`src/rtl/clk_gen_multi_pkg.sv`:
```
// rtl/clk_gen_multi_pkg.sv - shared constants and helpers for the multi-channel clock generator
// Purpose: minimum divisor, default parameter values and a select-width helper
//          used by clk_gen_multi and clk_div_channel.
// Ports:   none (package).
package clk_gen_multi_pkg;

   // Smallest legal divide ratio; written values below this are clamped up.
   localparam int MIN_DIV         = 2;

   localparam int DEF_CHANNELS    = 4;
   localparam int DEF_CNT_W       = 16;
   localparam int DEF_DEFAULT_DIV = 2;

   // Channel-select width, never narrower than one bit.
   function automatic int sel_width(input int n);
      return (n <= 2) ? 1 : $clog2(n);
   endfunction

endpackage

```
`src/rtl/clk_div_channel.sv`:
```
// rtl/clk_div_channel.sv - one programmable divider channel with glitch-free ratio update
// Purpose: counts clock cycles modulo the active divide ratio, producing a divided
//          clock and a one-cycle tick per period. A written ratio is held in
//          r_div_next and swapped in at terminal count or on sync.
// Ports:   i_clk     - clock (posedge)
//          i_resetn  - synchronous active-low reset
//          i_enable  - count enable
//          i_sync    - phase realign, overrides i_enable
//          i_wr      - write strobe for this channel (already address-decoded)
//          i_data    - new divide ratio
//          o_clk     - divided clock
//          o_tick    - one-cycle strobe at each wrap
//          o_pending - a written ratio awaits its apply point
module clk_div_channel
   import clk_gen_multi_pkg::*;
#(
   parameter int CNT_W       = DEF_CNT_W,
   parameter int DEFAULT_DIV = DEF_DEFAULT_DIV
)(
   input  logic             i_clk,
   input  logic             i_resetn,
   input  logic             i_enable,
   input  logic             i_sync,
   input  logic             i_wr,
   input  logic [CNT_W-1:0] i_data,
   output logic             o_clk,
   output logic             o_tick,
   output logic             o_pending
);

   localparam logic [CNT_W-1:0] DEF_D = CNT_W'(DEFAULT_DIV);
   localparam logic [CNT_W-1:0] MIN_D = CNT_W'(MIN_DIV);
   localparam logic [CNT_W-1:0] ONE   = CNT_W'(1);

   logic [CNT_W-1:0] r_cnt;
   logic [CNT_W-1:0] r_div_active;
   logic [CNT_W-1:0] r_div_next;
   logic             r_pending;
   logic             r_clk;
   logic             r_tick;

   logic             w_wrap;
   logic [CNT_W-1:0] w_cnt_inc;
   logic [CNT_W-1:0] w_data_clamped;

   assign w_wrap         = (r_cnt == r_div_active - ONE);
   assign w_cnt_inc      = r_cnt + ONE;
   assign w_data_clamped = (i_data < MIN_D) ? MIN_D : i_data;

   always_ff @(posedge i_clk) begin
      if (!i_resetn) begin
         r_cnt        <= '0;
         r_div_active <= DEF_D;
         r_div_next   <= DEF_D;
         r_pending    <= 1'b0;
         r_clk        <= 1'b0;
         r_tick       <= 1'b0;
      end else begin
         if (i_sync) begin
            r_cnt  <= '0;
            r_clk  <= 1'b0;
            r_tick <= 1'b0;
            if (r_pending) begin
               r_div_active <= r_div_next;
            end
            r_pending <= 1'b0;
         end else if (i_enable) begin
            r_tick <= w_wrap;
            if (w_wrap) begin
               // Next count is 0 and every ratio is >= 2, so the low half
               // is never empty: clk_out is 0 whichever ratio applies.
               r_cnt <= '0;
               r_clk <= 1'b0;
               if (r_pending) begin
                  r_div_active <= r_div_next;
                  r_pending    <= 1'b0;
               end
            end else begin
               r_cnt <= w_cnt_inc;
               r_clk <= (w_cnt_inc >= (r_div_active >> 1));
            end
         end else begin
            r_tick <= 1'b0;
         end

         // Placed last so a write coinciding with an apply point stays pending.
         if (i_wr) begin
            r_div_next <= w_data_clamped;
            r_pending  <= 1'b1;
         end
      end
   end

   assign o_clk     = r_clk;
   assign o_tick    = r_tick;
   assign o_pending = r_pending;

endmodule

```
`src/rtl/clk_gen_multi.sv`:
```
// rtl/clk_gen_multi.sv - multi-channel programmable clock divider with common phase sync
// Purpose: decodes divisor writes to one of CHANNELS divider channels and fans the
//          shared controls out to every channel.
// Ports:   clk_in      - clock (posedge)
//          reset       - synchronous active-low reset
//          enable      - global count enable
//          sync        - realign all channels to phase 0
//          div_wr      - divisor write strobe
//          div_sel     - target channel; values >= CHANNELS are ignored
//          div_data    - new divide ratio (0 and 1 clamp to 2)
//          clk_out     - divided clocks, one per channel
//          tick        - one-cycle period strobes, one per channel
//          div_pending - per channel, a written ratio awaits its apply point
module clk_gen_multi
   import clk_gen_multi_pkg::*;
#(
   parameter  int CHANNELS    = DEF_CHANNELS,
   parameter  int CNT_W       = DEF_CNT_W,
   parameter  int DEFAULT_DIV = DEF_DEFAULT_DIV,
   localparam int SEL_W       = sel_width(CHANNELS)
)(
   input  logic                clk_in,
   input  logic                reset,
   input  logic                enable,
   input  logic                sync,
   input  logic                div_wr,
   input  logic [SEL_W-1:0]    div_sel,
   input  logic [CNT_W-1:0]    div_data,
   output logic [CHANNELS-1:0] clk_out,
   output logic [CHANNELS-1:0] tick,
   output logic [CHANNELS-1:0] div_pending
);

   logic [CHANNELS-1:0] w_wr_en;

   // One-hot decode; a select beyond the last channel matches nothing.
   always_comb begin
      w_wr_en = '0;
      for (int i = 0; i < CHANNELS; i++) begin
         w_wr_en[i] = div_wr && (div_sel == SEL_W'(i));
      end
   end

   for (genvar g = 0; g < CHANNELS; g++) begin : g_ch
      clk_div_channel #(
         .CNT_W       (CNT_W),
         .DEFAULT_DIV (DEFAULT_DIV)
      ) u_ch (
         .i_clk     (clk_in),
         .i_resetn  (reset),
         .i_enable  (enable),
         .i_sync    (sync),
         .i_wr      (w_wr_en[g]),
         .i_data    (div_data),
         .o_clk     (clk_out[g]),
         .o_tick    (tick[g]),
         .o_pending (div_pending[g])
      );
   end

endmodule

```
`config.mk`:
```
export PLATFORM = sky130hd
export DESIGN_NAME = clk_gen_multi
export DESIGN_NICKNAME = d
export VERILOG_FILES = /design/src/rtl/clk_gen_multi_pkg.sv /design/src/rtl/clk_div_channel.sv /design/src/rtl/clk_gen_multi.sv
export SDC_FILE = /design/constraint.sdc
export NUM_CORES = 1
export LEC_CHECK = 0
export CAP_MARGIN = 20
export CORE_AREA = 10 10 197 199
export CTS_CLUSTER_SIZE = 30
export DETAILED_ROUTE_END_ITERATION = 8
export DIE_AREA = 0 0 207 209
export PLACE_DENSITY = 0.59
export SYNTH_ARGS = -nofsm -noshare
export SYNTH_HDL_FRONTEND = slang
export SYNTH_SLANG_ARGS = --single-unit
export TNS_END_PERCENT = 20
```
`constraint.sdc`:
```
create_clock -name clk_in -period 4.8 [get_ports clk_in]
set_input_delay 0.48 -clock clk_in [delete_from_list [all_inputs] [get_ports clk_in]]
set_output_delay 0.48 -clock clk_in [all_outputs]
set_load 0.1 [all_outputs]
```
; Word level (Yosys, flattened, before mapping)
; Cells that the tools add are included.
[word_totals]
register_bits = 204
inputBits = 23
output_inout_bits = 12
wordCells = 115
[classes]
n_addsub = 8
order_cmp = 5
eq_ne = 7
n_mux = 41
bitwise_logic = 2
n_reduce_logical = 28
[op_table]
columns = op, n
row1 = two-way mux 16 bit, 21
row2 = "adder 16 x 1 -> 16 bit, second input constant", 4
row3 = equality test 16 bit, 4
row4 = >= comparator 16 x 15 -> 1 bit, 4
row5 = "subtractor 16 x 1 -> 16 bit, second input constant", 4
row6 = nonzero test 3 bit, 8
row7 = two-way mux 1 bit, 20
row8 = "< comparator 16 x 2 -> 1 bit, second input constant", 1
row9 = AND reduction 2 bit, 8
row10 = nonzero test 2 bit, 5
row11 = "equality test 2 bit, second input constant", 2
row12 = logical AND 1 bit, 4
row13 = OR reduction 3 bit, 1
row14 = "equality test 2 x 1 -> 1 bit, second input constant", 1
row15 = zero test 2 bit, 1
row16 = NOT 1 bit, 2
row17 = OR reduction 2 bit, 1

; Logic depth before layout (Yosys ltp)
[depth]
ltp_word = 6
ltp_mapped = 12

; Hierarchy
; From an unflattened synthesis, not the netlist that was laid out.
[unflattened]
cells_unflattened = 1536
area_unflattened_um2 = 12614.6
[by_module_without_submodules]
columns = mod, instances, cells_per_inst, area_each_um2
row1 = clk_div_channel, 4, 383, 3144.3
row2 = clk_gen_multi, 1, 4, 37.5

; Least setup slack after synthesis
; OpenSTA, ideal clock, no wires.
[synth_timing]
path_kind = flip-flop to flip-flop
from = register g_ch[0].u_ch.r_div_active[0]
to = register g_ch[0].u_ch.r_cnt[12]
setup_ns = 0.127
arrival_time_ns = 3.126
setup_slack_ns = 1.547
stages_incl_launch_ff = 13
path_buffers = 3
path_cell_list = dfxtp_1 > clkbuf_1 > inv_1 > ha_1 > or4b_1 > clkbuf_2 > or3_1 > or4_4 > nand3_1 > or4b_1 > buf_6 > o21ai_4 > nor2_1
[synth_between]
elab_chain_cells = 3
[synth_rtl]
columns = element, line
row1 = "start, declared", clk_div_channel.sv:36  ; logic [CNT_W-1:0] r_div_active;
row2 = "start signal, assigned", clk_div_channel.sv:64  ; r_div_active <= r_div_next;
row3 = "start signal, assigned", clk_div_channel.sv:75  ; r_div_active <= r_div_next;
row4 = subtractor 16 x 1 -> 16 bit, clk_div_channel.sv:46  ; assign w_wrap = (r_cnt == r_div_active - ONE);
row5 = equality test 16 bit, clk_div_channel.sv:46
row6 = two-way mux 16 bit, clk_div_channel.sv:69  ; if (w_wrap) begin
row7 = "end signal, assigned", clk_div_channel.sv:79  ; r_cnt <= w_cnt_inc;
row8 = "end, declared", clk_div_channel.sv:35  ; logic [CNT_W-1:0] r_cnt;
; No other way between the ends.
; A chain may end at the register's enable or synchronous reset.

; Worst setup path after layout
[layout_timing]
from = register g_ch[1].u_ch.r_div_active[0]
to = register g_ch[1].u_ch.r_pending
[layout_between]
elab_chain_cells = 4
[layout_rtl]
columns = element, line
row1 = "start, declared", clk_div_channel.sv:36
row2 = "start signal, assigned", clk_div_channel.sv:64
row3 = "start signal, assigned", clk_div_channel.sv:75
row4 = subtractor 16 x 1 -> 16 bit, clk_div_channel.sv:46
row5 = equality test 16 bit, clk_div_channel.sv:46
row6 = nonzero test 3 bit (no line), -
row7 = AND reduction 2 bit (no line), -
row8 = "end signal, assigned", clk_div_channel.sv:55  ; r_pending <= 1'b0;
row9 = "end signal, assigned", clk_div_channel.sv:66  ; r_pending <= 1'b0;
row10 = "end signal, assigned", clk_div_channel.sv:76  ; r_pending <= 1'b0;
row11 = "end, declared", clk_div_channel.sv:38  ; logic r_pending;
; No other way between the ends.

==> results <==
- Setup repair after global routing left no endpoint under its margin.
- The total setup violations reported at the end of the flow is 0.
- The number of distinct standard cells referenced by the synthesized netlist is 77.
- The detailed-routing iteration count for the pre-antenna-repair pass is 5.
- The Yosys step of the flow raised 0 warnings.
- The worst register-to-register path has a setup slack of 1.07 ns.
- The count of input and output buffers is 34.
- The cell count after synthesis is 1790.
- Ranked by total cell area, the synthesized netlist is headed by sky130_fd_sc_hd__dfxtp_1 (30%), sky130_fd_sc_hd__nand2_1 (7.5%), sky130_fd_sc_hd__ha_1 (6.2%).
- Routability-driven placement finished with a final weighted congestion of approximately 0.87.
- The detailed router finished its first iteration with 934 violations.
- The worst setup path is launched from a flip-flop.
- The wire length of the first global-routing pass is 62500 um.
- The number of cells on the worst reg-to-reg path is 9.
- The fraction of final layout cells with drive strength greater than 1 is 6.82%.
- The tool flagged a number of max-cap violations equal to 0.
- The library cell used as clock root buffer is sky130_fd_sc_hd__clkbuf_16.
- The number of nets in the final layout is 1803.
- Data on the critical path is required at its endpoint by 5.23 ns.
- 0 antenna diodes ended up in the layout.
- The clock-pin slew reported for the worst setup and hold paths after clock tree synthesis is ~0.060 ns.
- The endpoint type of the worst setup path is a flip-flop.
- Measured against its own limit, the worst slew margin works out to 31.3%.
- The routed wire length per instance is 17.3 um.
- The area fraction of the dominant cell type after synthesis is between 20% and 30%.
- Summing all placed instances gives a cell area of 14300 sq um.
- The detailed-placement wirelength estimate is 26800 um.
- Gates resized during post-CTS repair numbered 0.
- The final number of hold-violating endpoints is 0.
- For this run, design rule violations remaining after detail routing come to 0.
- Across the VDD grid, the largest voltage drop is 0.000295 V.
- The finished cells cover 15100 sq um.
- The number of buffers added by the clock tree synthesis step is 25.
- The share of the clock period used by the worst path after layout is 77.6%.
- After global routing the overflow that remains totals 0.
- The starting density of the core is 39.5%.
- The routed wire length is 38000 um.
- The reported leakage power is around 0.0052 uW.
- The flow ran to the end, and the final reports show no timing, DRC or antenna violations.
- The die boundary width is 207 um.
- The core region is around 35000 sq um.
- The floorplan die height is 209 um.
- The initial antenna violation count is 0.
- Once the clock tree was built, the setup fixing pass inserted 0 buffers.
- The post-route minimum period is 3.73 ns.
- The worst flop-to-flop path endpoint is g_ch[1].u_ch.o_pending.
- The synthesis-to-layout area growth is 9.51%.
- Global routing consumed, over all layers together, between 10% and 20% of the routing resources.
- The category of the most critical setup path is flip-flop to flip-flop.
- The total via count after detailed routing is 12500.
- The critical path ends at g_ch[1].u_ch.o_pending.
- The maximum clock rate is 268 MHz.
- Summed over all nets, wire length on met3 after detailed routing comes to between 1500 and 2000 um.
- For this block, wires on met1 add up to roughly 18000 um.
- The highest metal layer carrying signal wires in the routed design is met4.
- At the pin with the least slew margin, the transition time is 1.03 ns.
- The mean instance size in the synthesized netlist is 7.73 sq um.
- The floorplan has 69 rows.
- The number of global-route vias before repair is ~12000.
- The number of H-tree levels is 1.
- Of all nets on the critical path, the largest fanout is 20.
- The clock arrives with 0.0107 ns of skew.
- Hold repair after CTS inserted 0 buffers.
- The critical path starts at g_ch[1].u_ch.r_div_active[0].
- The die covers 43300 sq um.
- The start of the worst register-to-register path is g_ch[1].u_ch.r_div_active[0].
- In the detailed route, the total length drawn on met2 is 17500 um.
- Data arrives at the worst endpoint at 4.15 ns.
- The clock latency on the worst-skew pair is 0.54 ns.
- The dominant register cell in the synthesized netlist is sky130_fd_sc_hd__dfxtp_1.
- In this run, synthesis inferred 0 flip-flops with an integrated enable.
- The number of register bits inferred by synthesis is 204.
- The maximum clock insertion buffer count is 3.
- The total negative setup slack is 0 ns.
- Dividing the detail-routed via count by the number of cells gives about 5.7.
- Of all flip-flops after synthesis, the portion carrying an async set or reset was 0%.
- The worst hold path begins at reset.
- When the netlist entered floorplanning its net count stood at 1881.
- The number of clock sinks is 204.
- The I/O pin count is 35.
- The top cell type by total area after synthesis is sky130_fd_sc_hd__dfxtp_1.
- The register area share after synthesis is roughly 30%.
- The antenna violation net count after detailed routing is 0.
- The total power density per cell area is 275 nW/um^2.
- The combined area of all synthesized cells is 13800 sq um.
- The TritonCTS clock tree is done.
- The path class of the lowest-slack min-delay path is input port to flip-flop.
- Entering global routing, the biggest net connects 117 pins.
- The number of max-slew violations in the final report came to 0.
[sequential cells by signal, indices dropped and copies added (netlist names)]
signal,count
g_ch.u_ch.r_div_active,64
g_ch.u_ch.o_tick,4
g_ch.u_ch.r_div_next,64
g_ch.u_ch.o_pending,4
g_ch.u_ch.r_cnt,64
g_ch.u_ch.o_clk,4
[layer usage]
metal  GRT usage (%)  vias to the layer above
met2            27.8                      224
met5               0                        -
met3            2.37                       48
li1                -                     6235
met1            22.6                     5972
met4            4.56                        0
[worst max-delay path: stages, from the launching register on]
cell and delay (ns):
sky130_fd_sc_hd__dfxtp_1 0.35, sky130_fd_sc_hd__inv_1 0.10, sky130_fd_sc_hd__ha_1 0.25, sky130_fd_sc_hd__or4b_2 0.67
sky130_fd_sc_hd__or2_2 0.33, sky130_fd_sc_hd__o41ai_1 0.37, sky130_fd_sc_hd__nand3b_1 0.11, sky130_fd_sc_hd__a211o_1 0.54
sky130_fd_sc_hd__or2_1 0.55, sky130_fd_sc_hd__a32o_1 0.35
[report_power, final]
part | internal (uW) | total, uW | switching, uW
Clock | 1310 | 2070 | 767
Sequential | 1720 | 1750 | 24.5
Combinational | 102 | 352 | 250
[how the worst min path moves through the flow]
| stage | to | depth (start not counted) |
|---|---|---|
| floorplan | g_ch[0].u_ch.o_clk | 2 |
| global placement | g_ch[3].u_ch.r_div_active[4] | 2 |
| detailed placement | g_ch[3].u_ch.r_div_active[4] | 2 |
| CTS | g_ch[2].u_ch.r_div_next[14] | 2 |
| global route | g_ch[2].u_ch.r_div_next[14] | 2 |
| finish | g_ch[2].u_ch.r_div_next[14] | 2 |
[area by class of cell]
class,instances,area [sq um]
tap,461,577
fill,3657,19900
clock buffer,31,668
clock inverter,14,225
multi-input combinational,1342,8770
timing repair buffer,59,524
sequential,204,4080
inverter,80,300
[metrics by stage]
step           hold slack, ns  util [%]  total power [uW]  std cells  setup slack, ns
4_1_cts                 0.308      43.2              4220       2191             1.07
5_1_grt                 0.337      43.2              4320       2191            0.796
3_5_place_dp            0.452      40.7              2130       2146             1.08
6_report                0.342      43.2              4170       2191             1.07
3_3_place_gp            0.444      40.7              2130       2146             1.16
2_1_floorplan           0.426         -              2020       1790             1.55
[cells in the final DEF (no fill, tap or decap), drive strengths merged, types with 46 or more instances in the layout]
cell type	count
a21boi	62
ha	68
o211ai	61
dfxtp	204
xor2	53
xnor2	90
nand3	104
nand2	278
a21oi	46
inv	77
nor2	74
[cells in the mapped netlist (20+ instances only)]
cell type,instances
sky130_fd_sc_hd__inv_1,77
sky130_fd_sc_hd__nand4_1,21
sky130_fd_sc_hd__nand2_1,278
sky130_fd_sc_hd__o211ai_1,61
sky130_fd_sc_hd__ha_1,68
sky130_fd_sc_hd__xor2_1,53
sky130_fd_sc_hd__clkbuf_1,129
sky130_fd_sc_hd__mux2i_1,20
sky130_fd_sc_hd__o22ai_1,20
sky130_fd_sc_hd__and3_1,30
sky130_fd_sc_hd__a21oi_1,46
sky130_fd_sc_hd__dfxtp_1,204
sky130_fd_sc_hd__a21boi_0,62
sky130_fd_sc_hd__or3_1,29
sky130_fd_sc_hd__nand3_1,104
sky130_fd_sc_hd__xnor2_1,90
sky130_fd_sc_hd__a31oi_1,36
sky130_fd_sc_hd__nor2_1,71
sky130_fd_sc_hd__o21ai_0,40
sky130_fd_sc_hd__nor3_1,26
sky130_fd_sc_hd__nor4_1,38
sky130_fd_sc_hd__nor3b_1,37
[cells by family after synthesis]
kind of cell / after synthesis / share of synthesized area [%]
xor+xnor: 143 / 9.05
simple gates: 719 / 26.2
compound gates: 389 / 20.2
buf+inv: 244 / 7.21
fa+ha+maj: 68 / 6.15
mux: 23 / 1.69
flops: 204 / 29.5
Note: power is estimated with default switching activity, not from simulation.
